**src/rtl/commit_packet_arb.sv**
```systemverilog
`default_nettype none
// ============================================================================
// Module   : commit_packet_arb
// Purpose  : Packet-aware round-robin arbiter. Merges NUM_INPUTS execution
//            unit commit streams onto one writeback stream. A packet that
//            starts without eop holds the grant until its eop beat, so beats
//            of different units never interleave. The output is a single
//            registered elastic stage.
// Revision : 1.0 - initial release
// ============================================================================
module commit_packet_arb #(
    parameter int NUM_INPUTS = 4,
    parameter int DATAW      = 64,
    parameter int SELW       = (NUM_INPUTS > 1) ? $clog2(NUM_INPUTS) : 1
) (
    input  logic                        clk,
    input  logic                        reset,
    input  logic [NUM_INPUTS-1:0]       valid_in,
    input  logic [NUM_INPUTS*DATAW-1:0] data_in,
    input  logic [NUM_INPUTS-1:0]       sop_in,
    input  logic [NUM_INPUTS-1:0]       eop_in,
    output logic [NUM_INPUTS-1:0]       ready_in,
    output logic                        valid_out,
    output logic [DATAW-1:0]            data_out,
    output logic                        sop_out,
    output logic                        eop_out,
    output logic [SELW-1:0]             sel_out,
    input  logic                        ready_out,
    output logic                        locked
);

    localparam logic [0:0] c_ST_IDLE   = 1'b0;
    localparam logic [0:0] c_ST_LOCKED = 1'b1;

    logic [0:0]      r_state;
    logic [SELW-1:0] r_rr_ptr;
    logic [SELW-1:0] r_lock_idx;
    logic            r_valid_out;
    logic [DATAW-1:0] r_data_out;
    logic            r_sop_out;
    logic            r_eop_out;
    logic [SELW-1:0] r_sel_out;

    logic            w_stage_ready;
    logic            w_gnt_vld;
    logic [SELW-1:0] w_gnt_idx;
    logic [SELW:0]   w_scan;
    logic [DATAW-1:0] w_gnt_data;
    logic            w_gnt_sop;
    logic            w_gnt_eop;
    logic            w_fire;
    logic [SELW-1:0] w_next_ptr;

    // The output register can take a beat when empty or draining this cycle.
    assign w_stage_ready = !r_valid_out || ready_out;

    // Grant selection: locked owner only, otherwise first valid from rr_ptr.
    always_comb begin
        w_gnt_idx = '0;
        w_gnt_vld = 1'b0;
        w_scan    = '0;
        if (r_state == c_ST_LOCKED) begin
            w_gnt_idx = r_lock_idx;
            w_gnt_vld = valid_in[r_lock_idx];
        end else begin
            // Scan from the farthest offset down so the nearest valid wins.
            for (int k = NUM_INPUTS - 1; k >= 0; k--) begin
                w_scan = {1'b0, r_rr_ptr} + (SELW+1)'(k);
                if (w_scan >= (SELW+1)'(NUM_INPUTS)) begin
                    w_scan = w_scan - (SELW+1)'(NUM_INPUTS);
                end
                if (valid_in[w_scan[SELW-1:0]]) begin
                    w_gnt_idx = w_scan[SELW-1:0];
                    w_gnt_vld = 1'b1;
                end
            end
        end
    end

    // Mux the granted input's payload and framing.
    always_comb begin
        w_gnt_data = '0;
        w_gnt_sop  = 1'b0;
        w_gnt_eop  = 1'b0;
        for (int i = 0; i < NUM_INPUTS; i++) begin
            if (w_gnt_idx == SELW'(i)) begin
                w_gnt_data = data_in[i*DATAW +: DATAW];
                w_gnt_sop  = sop_in[i];
                w_gnt_eop  = eop_in[i];
            end
        end
    end

    assign w_fire     = w_gnt_vld && w_stage_ready;
    assign w_next_ptr = (w_gnt_idx == SELW'(NUM_INPUTS - 1)) ? '0 : w_gnt_idx + 1'b1;

    generate
        for (genvar gi = 0; gi < NUM_INPUTS; gi++) begin : g_ready
            assign ready_in[gi] = w_gnt_vld && w_stage_ready && (w_gnt_idx == SELW'(gi));
        end
    endgenerate

    // Arbitration state: lock on a non-eop beat, release and rotate on eop.
    always_ff @(posedge clk) begin
        if (reset) begin
            r_state    <= c_ST_IDLE;
            r_rr_ptr   <= '0;
            r_lock_idx <= '0;
        end else if (w_fire) begin
            if (w_gnt_eop) begin
                r_state  <= c_ST_IDLE;
                r_rr_ptr <= w_next_ptr;
            end else if (r_state == c_ST_IDLE) begin
                r_state    <= c_ST_LOCKED;
                r_lock_idx <= w_gnt_idx;
            end
        end
    end

    // Elastic output register: load on fire, clear when drained, else hold.
    always_ff @(posedge clk) begin
        if (reset) begin
            r_valid_out <= 1'b0;
            r_data_out  <= '0;
            r_sop_out   <= 1'b0;
            r_eop_out   <= 1'b0;
            r_sel_out   <= '0;
        end else if (w_fire) begin
            r_valid_out <= 1'b1;
            r_data_out  <= w_gnt_data;
            r_sop_out   <= w_gnt_sop;
            r_eop_out   <= w_gnt_eop;
            r_sel_out   <= w_gnt_idx;
        end else if (ready_out) begin
            r_valid_out <= 1'b0;
        end
    end

    assign valid_out = r_valid_out;
    assign data_out  = r_data_out;
    assign sop_out   = r_sop_out;
    assign eop_out   = r_eop_out;
    assign sel_out   = r_sel_out;
    assign locked    = (r_state == c_ST_LOCKED);

endmodule
`default_nettype wire

```
**config.mk**
```make
export PLATFORM = sky130hd
export DESIGN_NAME = commit_packet_arb
export DESIGN_NICKNAME = d
export VERILOG_FILES = /design/src/rtl/commit_packet_arb.sv
export SDC_FILE = /design/constraint.sdc
export NUM_CORES = 1
export LEC_CHECK = 0
export CORE_AREA = 2 2 134 136
export DETAILED_ROUTE_END_ITERATION = 10
export DIE_AREA = 0 0 136 138
export PLACE_DENSITY = 0.73
export SYNTH_ARGS = -nofsm -noshare
export SYNTH_HDL_FRONTEND = slang
export SYNTH_SLANG_ARGS = --single-unit
```
**constraint.sdc**
```tcl
create_clock -name clk -period 12.32 [get_ports clk]
set_input_delay 3.696 -clock clk [delete_from_list [all_inputs] [get_ports clk]]
set_output_delay 3.696 -clock clk [all_outputs]
set_load 0.02 [all_outputs]
```
### Yosys cells after proc, flatten, opt, wreduce, memory -nomap -nowiden

Cells that the tools add are included.

* register bits after elaboration: 74
* output and inout port bits: 74
* word-level logic and storage cells: 85

* $add $sub $neg: 8
* magnitude comparators: 9
* equality and inequality tests: 3
* multiplexer cells: 44
* bitwise operators: 2
* reductions and logical operators: 11

Operators with widths (count)
* 2-to-1 mux 64 bit: 4
* 2-to-1 mux 2 bit: 14
* 2-to-1 mux 1 bit: 21
* < comparator 2 x 3 -> 1 bit (second input constant): 5
* binary-select mux 1 bit (select 2 bit): 5
* >= comparator 3 bit (second input constant): 3
* subtractor 2 x 1 -> 2 bit (second input constant): 4
* adder 2 x 2 -> 3 bit (second input constant): 2
* logical AND 1 bit: 5
* equality test 2 bit (second input constant): 2
* adder 2 x 1 -> 3 bit (second input constant): 1
* >= comparator 2 x 3 -> 1 bit (second input constant): 1
* AND reduction 3 bit: 1
* adder 2 x 1 -> 2 bit (second input constant): 1
* equality test 2 x 1 -> 1 bit (second input constant): 1
* zero test 2 bit: 1
* inverter 1 bit: 2
* AND reduction 2 bit: 1
* nonzero test 2 bit: 1
* zero test 1 bit: 1
* logical OR 1 bit: 1

### Logic depth before layout (Yosys ltp)

Gate-level depths: netlist (run 1).

* depth after elaboration: 18
* mapped depth: 13
* depth with buffers taken out: 9

### Worst setup path before layout (run 1)

Ideal clock, no wire load.

* path kind: input port to output port
* start: in valid_in[0]
* end: out ready_in[3]
* data arrival time: 5.791 ns
* data required time: 8.624 ns
* path slack: 2.833 ns
* stages on the path: 9
* cell sequence: buf_2 -> a2111o_1 -> o211a_1 -> a21oi_1 -> ha_1 -> clkbuf_1 -> clkbuf_1 -> clkbuf_1 -> and3_1

* longest elaborated chain between the ends: 9
* elaborated cells between the ends (all ways): 23
* classes of those cells: eq/ne (1); mux (20); reduce/logical (2)

RTL lines
* start: declaration: RTL line 18 `input logic [NUM_INPUTS-1:0] valid_in,`
* binary-select mux 1 bit (select 2 bit): RTL line 72 `if (valid_in[w_scan[SELW-1:0]]) begin`
* 2-to-1 mux 1 bit (implied by the code): RTL line 72
* 2-to-1 mux 2 bit (3 in series): RTL line 72
* 2-to-1 mux 2 bit *: RTL line 72
* 2-to-1 mux 2 bit *: RTL line 62 `if (r_state == c_ST_LOCKED) begin`
* net w_gnt_idx[0]: RTL line 46 `logic [SELW-1:0] w_gnt_idx;`
* equality test 2 bit *: RTL line 99 `assign ready_in[gi] = w_gnt_vld && w_stage_ready && (w_gnt_idx == SELW'(gi));`
* logical AND 1 bit *: RTL line 99
* end: declaration: RTL line 22 `output logic [NUM_INPUTS-1:0] ready_in,`

The timed path passes the listed nets; every way through them passes the cells marked *. The select of a mux whose other input is x is not followed.

### Worst setup path after layout (run 1)

* start: in valid_in[3]
* end: out ready_in[3]

The elaborated chain is that of the path after synthesis.

==> summary.md, run 1 <==
The run finished with clean final reports. 0 antenna diodes ended up in the layout. The sort of element at the start of the critical path is a primary input.

Maximum clock path buffer count: 2. After synthesis, the share of flip-flops with an asynchronous set or reset is 0%. The H-tree was split into 3 levels.

The residual antenna-violating net count after detailed routing was 0; the complex-gate fraction of the synthesized area was 46.3%. The worst setup path is captured at an output port. The area share of the largest cell type after synthesis is 30.1%.

The I/O pin count is 345, and the fraction of layout cells with a size suffix above 1 is 4.08%. In the final layout, flip-flops and latches occupy 1480 um2. From left edge to right edge, the die measures 136 um.

The timing startpoint of the critical path is valid_in[3]. The worst setup path is of the in -> out kind. Count of warnings emitted by yosys: 0. The number of nets in the synthesized netlist is 894. Measured against its own limit, the worst slew margin works out to 40.6%. After synthesis the cells add up to 4930 um2.

Entering global routing, the biggest net connects 78 pins. Post-CTS repair changed the size of 0 cells. Data arrives at the worst endpoint at 6.72 ns. The run gives 0.802 as the placer congestion estimate. The count of buffers added on input and output ports is 344.

The tools report the total count of max-transition violations in the final report as 0. The detailed-router iteration count before antenna repair is 5. The count of nets after finishing was 1178. TritonCTS built the clock tree. Across all hold checks on the routed design, the worst slack comes to 0.487 ns.

Compared with the post-synthesis result, the final layout area differs by 76.0%. The total half-perimeter wirelength after legalization and detailed placement came out at 14.3 mm. Setup violations remaining at the end of the flow were counted as 0. Across all register-to-register paths, the minimum setup slack is 8.23 ns. The filler cells instantiated in the layout total 1732.

The clock-pin transition on the worst setup and hold timing paths came out at 0.05 ns. The tools report the fmax as 96.0 MHz. Most frequently used flop master after synthesis: sky130_fd_sc_hd__dfxtp_1. The most critical setup path has its endpoint at ready_in[3]. The logs give 0 for the number of remaining DRC errors and 18800 um2 for the area enclosed by the die boundary. After synthesis, the largest family of logic cells by area is compound AO/OA/AOI/OAI gates. The library cell used most frequently in the layout, excluding fill and tap cells, is sky130_fd_sc_hd__clkdlybuf4s50_1. The logs give 0.253 mV for the highest ir drop seen on vdd and 30.1% for the part of the Yosys area used for sequential elements. The routed layout has 6051 vias. For this configuration, the core starts out at a cell density of 28.1%. The fraction of synthesized cell area in xor and xnor cells was 0%. The logs give 0 for the total setup buffers inserted after CTS and 31.3 mm for the wire length of the first global-routing pass. In this run the critical register-to-register path is launched from locked$_SDFFE_PP0P_.

The tools report the number of hold-repair buffers added at the cts stage as 0. The run gives 49 as the placement row count. The number of hold violations in the final report is 0, and the register bit total from synthesis is 74.

Max-cap violations in this run came to 0. The tools report the launch instance of the worst min-delay path as eop_out$_SDFFE_PP0P_. The number of standard cells after synthesis is 619.

Setup repair after global routing left no endpoint under its margin. Sorting the synthesized cells by area gives the leading types as sky130_fd_sc_hd__dfxtp_1, sky130_fd_sc_hd__a211o_1, sky130_fd_sc_hd__a221oi_1, sky130_fd_sc_hd__a311oi_1, sky130_fd_sc_hd__a21oi_1. After the first detailed-routing iteration, the DRC count stood at 385. Average wire per standard cell: 17.8 um.

Of the total synthesized cell area, the portion taken by full adders, half adders and majority gates is 1.02%. The largest fanout on the critical path is 58, and the die span in y is 138 um. The count of flip-flops with a built-in enable after synthesis is 0. The clock period minus final worst setup slack was 10.42 ns. Leaving out fill and tap cells, the most frequent cells in the layout are sky130_fd_sc_hd__clkdlybuf4s50_1, sky130_fd_sc_hd__a21oi_1, sky130_fd_sc_hd__dfxtp_1, sky130_fd_sc_hd__inv_1, sky130_fd_sc_hd__nand2_1.

The final layout contains routed wiring with a total length of 20.2 mm. The total overflow left after global routing is 0. Summing all multi-input logic gate instances after layout gives 2850 um2. Buffer type at the clock tree root: sky130_fd_sc_hd__clkbuf_16. The power per cell area is 210 nW/um2, and the number of antenna violations at the first check in global routing is 0.

The clock buffer count from CTS is 9. The tools report the terminus of the critical flop-to-flop path as r_rr_ptr[0]$_SDFFE_PP0P_. The logs give 8.62 ns for the data required time at the worst endpoint and 17500 um2 for the core area. The distinct cell type count of the synthesized netlist is 46, and the multiplexer fraction of the synthesized cell area is 0.660%. The clock sink total came out at 74.

For the final database, setup skew stands at 0.00654 ns. The via density per instance was 5.33. For the total negative slack for setup checks, the log shows 0 ns.

Number of global-route vias before repair: 5844. Of the available clock period, the critical path in the final layout requires 84.6%. The share of synthesized cell area in and, or, nand and nor gates works out to 9.14%. Library cell occupying the most area in the post-synthesis netlist: sky130_fd_sc_hd__dfxtp_1. Global routing used 20.7% of the available tracks across all layers. At the pin with the least slew margin, the transition time is 0.891 ns. In this run the mean area of a mapped cell was 7.96 um2. In this run the static leakage power is 3.30 nW. The depth of the worst register-to-register path came out at 10. The class of the worst hold path was reg -> reg.

The later pin in the worst-skew pair is clocked with a latency of 0.33 ns.
## flip-flops by register name, summed over array words and instances (netlist names)
signal and cells:
locked 1, r_lock_idx 2, valid_out 1, eop_out 1, data_out 64, sel_out 2, r_rr_ptr 2, sop_out 1
## synth_stat cells (all sizes together) (2+ instances only)
master,instances
and3,5
clkbuf,49
nor2,2
nand2b,5
a31oi,2
o41a,2
nand3b,3
nor3,2
a211o,65
a221oi,64
o41ai,2
mux2,2
a211oi,5
ha,4
nor2b,5
o21ai,2
buf,30
nand2,68
a21oi,74
dfxtp,74
a311oi,65
nand3,2
inv,71
## routing by layer
metal | wire (um) | vias up | share of wire, % | global-route usage, %
li1 | - | 2944 | - | -
met1 | 8390 | 2836 | 42 | 25.3
met2 | 9770 | 240 | 48 | 35.3
met3 | 1510 | 31 | 7.5 | 5.21
met4 | 505 | 0 | 2.5 | 7.18
met5 | 0 | - | 0 | 0
## report_power, final
group | total (mW) | internal [mW] | switching, mW
logic | 1.19 | 0.557 | 0.631
registers | 0.379 | 0.329 | 0.0497
clock network | 0.258 | 0.161 | 0.0972
total | 1.82 | 1.05 | 0.778
## metrics by stage
step	power (mW)	worst slack [ns]	util, %	instance area (um2)	cells
after global routing	1.95	1.71	49.5	8670	1136
after CTS	1.84	1.87	49.5	8670	1136
after global placement	1.56	1.88	47.8	8390	1121
final	1.82	1.90	49.5	8670	1136
after detailed placement	1.57	1.87	47.8	8390	1121
after floorplan	1.15	2.83	-	4930	619
## cell families after synthesis
group                    after synthesis
adder cells (fa/ha/maj)                4
buffers and inverters                150
AO/OA/AOI/OAI                        290
multiplexers                           3
AND/OR/NAND/NOR                       98
flip-flops                            74
## worst min-delay path by stage
stage | to | slack (ns) | depth (start not counted)
floorplan | r_lock_idx[1]$_SDFFE_PP0P_ | 0.48 | 2
global placement | eop_out$_SDFFE_PP0P_ | 0.47 | 2
detailed placement | eop_out$_SDFFE_PP0P_ | 0.47 | 2
CTS | eop_out$_SDFFE_PP0P_ | 0.48 | 2
global route | data_out[54]$_SDFFE_PP0P_ | 0.54 | 2
finish | eop_out$_SDFFE_PP0P_ | 0.49 | 2
## cell type report
cell class / count / share of cell area [%]
clock buffers: 12 / 2.84
clock inverters: 3 / 0.462
inverters: 71 / 3.07
multi-input cells: 395 / 32.9
flip-flops and latches: 74 / 17.1
well taps: 229 / 3.30
repair buffers: 352 / 40.3
## worst max-delay path: stages
cell and delay, ns:
sky130_fd_sc_hd__clkdlybuf4s50_1 0.66, sky130_fd_sc_hd__inv_1 0.07, sky130_fd_sc_hd__a2111o_1 0.40, sky130_fd_sc_hd__o211a_1 0.16
sky130_fd_sc_hd__a21oi_1 0.31, sky130_fd_sc_hd__ha_4 0.58, sky130_fd_sc_hd__and3_1 0.25, sky130_fd_sc_hd__clkdlybuf4s50_1 0.60
(Power assumes the default switching activity.)
==> inputs of run 2 (changes only) <==
--- a/config.mk
+++ b/config.mk
@@ -5,10 +5,10 @@
 export SDC_FILE = /design/constraint.sdc
 export NUM_CORES = 1
 export LEC_CHECK = 0
-export CORE_AREA = 2 2 134 136
+export CORE_AREA = 2 2 135 137
 export DETAILED_ROUTE_END_ITERATION = 10
-export DIE_AREA = 0 0 136 138
-export PLACE_DENSITY = 0.73
+export DIE_AREA = 0 0 137 139
+export PLACE_DENSITY = 0.74
 export SYNTH_ARGS = -nofsm -noshare
 export SYNTH_HDL_FRONTEND = slang
 export SYNTH_SLANG_ARGS = --single-unit
==> constraint.sdc (replaced) <==
create_clock -name clk -period 9.2 [get_ports clk]
set_input_delay 2.76 -clock clk [delete_from_list [all_inputs] [get_ports clk]]
set_output_delay 2.76 -clock clk [all_outputs]
set_load 0.02 [all_outputs]
==> summary.md, run 2 (same netlist as run 1, synthesis figures left out) <==
The run gives 0 ns (unchanged) as the total negative slack for setup checks. The sort of element at the start of the critical path was a primary input (unchanged). The share of total power in combinational logic is 64.0% (was 65.1%), and the number of gates resized after cts is 0 (unchanged).

The via density per instance works out to 5.37 (was 5.33). The tools report the number of antenna violations at the first check in global routing as 0 (unchanged). For the total half-perimeter wirelength after legalization and detailed placement, the log shows 14.9 mm (was 14.3 mm). Commonest non-fill, non-tap cell in the layout: sky130_fd_sc_hd__clkdlybuf4s50_1 (unchanged). The worst path in the final design needs a cycle of 8.36 ns, including I/O delays and setup.

The run gives 0 (unchanged) as the number of hold violations in the final report. The average wire per standard cell works out to 18.3 um (was 17.8 um). Global-route total usage across every layer: 20.9% (was 20.7%). The buffer type at the clock tree root was sky130_fd_sc_hd__clkbuf_16 (unchanged). For the wire length of the first global-routing pass, the log shows 31.5 mm (was 31.3 mm). Area enclosed by the die boundary: 19000 um2 (was 18800 um2).

The cell count after placement is 1122 (was 1121), and the overall power consumption is 2.48 mW (was 1.82 mW). The pin count of the biggest net entering global routing is 81 (was 78), and the clock buffer count from CTS is 9 (unchanged). Largest fanout on the critical path: 56 (was 58). Starting density of the core: 27.9% (was 28.1%). The endpoint kind of the worst setup timing path was an output port (unchanged). The flow ran to the end, and the final reports show no timing, DRC or antenna violations. The sequential cell fraction of total power came out at 20.4% (was 20.8%). Worst path arrival time: 5.60 ns (was 6.72 ns).

The placement row count is 49 (unchanged), and the normalized max-slew margin is 40.1% (was 40.6%). The total count of max-transition violations in the final report came out at 0 (unchanged). For the number of remaining DRC errors, the log shows 0 (unchanged). The total setup buffers inserted after CTS is 0 (unchanged). The critical path class is in -> out (unchanged). The run gives 0 (unchanged) as the antenna cell count. The run gives 3 (unchanged) as the number of levels the H-tree was split into. The horizontal die dimension works out to 137 um (was 136 um). The tools report the I/O pin count as 345 (unchanged). The die span in y came out at 139 um (was 138 um). For the global route total overflow, the log shows 0 (unchanged). The class of the worst hold path was reg -> reg (unchanged). Setup repair after global routing left no endpoint under its margin. The logs give 5940 (was 5844) for the number of global-route vias before repair and 1179 (was 1178) for the count of nets after finishing. The logs give 20.8 mm (was 20.2 mm) for the aggregate routed wire length and 1.44 mW (was 1.05 mW) for the internal power. The switching power summed over all nets is 1.05 mW (was 0.778 mW), and the detailed-router iteration count before antenna repair is 6 (was 5). The number of hold-repair buffers added at the cts stage was 0 (unchanged).

The maximum clock path buffer count is 2 (unchanged). TritonCTS built the clock tree. For the final setup skew, the log shows 0.0101 ns (was 0.00654 ns). The static leakage power is 3.32 nW (was 3.30 nW). Total number of vias: 6110 (was 6051).

The core area is 17700 um2 (was 17500 um2), and the transition time at the pin with the least slew margin is 0.899 ns (was 0.891 ns). The tools report the post-route cell area as 8720 um2 (was 8670 um2). Commonest non-fill, non-tap cells in the layout: sky130_fd_sc_hd__clkdlybuf4s50_1, sky130_fd_sc_hd__a21oi_1, sky130_fd_sc_hd__dfxtp_1, sky130_fd_sc_hd__inv_1, sky130_fd_sc_hd__nand2_1 (unchanged).

The number of buffer cells added on primary ports was 344 (unchanged); the fraction of power consumed by the clock network was 15.6% (was 14.1%). The tools report the fmax as 120 MHz. The logs give 0 (unchanged) for the total setup violations reported at the end of the flow and 8390 um2 (about the same) for the area after detailed placement. The power per cell area came out at 285 nW/um2 (was 210 nW/um2). The switching power as a share of total power is 42.2% (was 42.6%), and the number of violations reported at the end of detailed-routing iteration 0 is 340 (was 385). For the final-layout worst hold slack, the log shows 0.517 ns (was 0.487 ns). Placer congestion estimate: 0.829 (was 0.802).

The run gives 0 (unchanged) as the residual antenna-violating net count after detailed routing. The fraction of layout cells with a size suffix above 1 is 4.41% (was 4.08%), and the area added between synthesis and finish is 77.0% (was 76.0%). The number of flip-flops under the largest register name was 64 (unchanged).

The data required time at the worst endpoint was 6.44 ns (was 8.62 ns). The tools report the clock sink total as 74 (unchanged). The share of the clock period used by the worst path was 90.9%; the highest ir drop seen on vdd was 0.283 mV (was 0.253 mV). The reported max-cap violation count was 0 (unchanged); the clock-pin transition on the worst setup and hold timing paths was 0.06 ns (was 0.05 ns). The logs give 0.33 ns (about the same) for the insertion delay of the later-clocked pin in the worst-skew pair and 1137 (was 1136) for the non-filler instance count after layout.
-- run 2: changes by cell type in the layout (fill, tap and decap cells not counted) --
cell / previous run / this run
sky130_fd_sc_hd__clkbuf_8: 1 / 2
sky130_fd_sc_hd__clkinvlp_4: 0 / 2
sky130_fd_sc_hd__clkinv_2: 2 / 0
sky130_fd_sc_hd__buf_4: 8 / 9
sky130_fd_sc_hd__bufinv_16: 1 / 2
sky130_fd_sc_hd__clkbuf_1: 2 / 0
-- run 2: final timing paths --
path | slack [ns] | start | end | cells past startpoint
setup / recovery | 0.84 | valid_in[0] | ready_in[2] | 8
hold reg to reg | 0.52 | data_out[41]$_SDFFE_PP0P_ | data_out[41]$_SDFFE_PP0P_ | 2
setup reg to reg | 5.16 | locked$_SDFFE_PP0P_ | r_rr_ptr[0]$_SDFFE_PP0P_ | 10
hold / removal | 0.52 | data_out[41]$_SDFFE_PP0P_ | data_out[41]$_SDFFE_PP0P_ | 2
-- run 2: layout make-up --
class	instances	area, um2
fill	1701	8930
timing repair buffer	353	3510
clock inverter	4	75.1
inverter	71	267
tap	229	287
multi-input combinational	395	2850
sequential	74	1480
clock buffer	11	253
-- run 2: metal layers --
metal	vias up	track usage, %	share of wire, %
met4	0	6.95	2.4
li1	2952	-	-
met2	273	35.8	49
met1	2845	24.8	40
met3	40	6.10	8.8
met5	-	0	0
-- run 2: stage by stage --
stage | worst slack, ns | utilization (%)
after global routing | 0.615 | 49.4
after floorplan | 1.58 | -
final | 0.835 | 49.4
after detailed placement | 0.882 | 47.5
after CTS | 0.875 | 49.4
after global placement | 0.941 | 47.5
-- run 2: power by group through the flow --
stage,clock [mW],sequential [mW],combinational (mW)
4_1_cts,0.398,0.507,1.60
3_3_place_gp,0,0.507,1.59
6_report,0.386,0.507,1.59
5_1_grt,0.417,0.522,1.72
3_5_place_dp,0,0.512,1.59
2_1_floorplan,0,0.637,0.903
-- run 2: critical path: stages --
cell and delay, ns:
sky130_fd_sc_hd__clkdlybuf4s50_1 0.70, sky130_fd_sc_hd__nand3b_1 0.14, sky130_fd_sc_hd__a21oi_1 0.22, sky130_fd_sc_hd__o211ai_1 0.22
sky130_fd_sc_hd__nand2_1 0.19, sky130_fd_sc_hd__ha_4 0.53, sky130_fd_sc_hd__and3_1 0.25, sky130_fd_sc_hd__clkdlybuf4s50_1 0.60
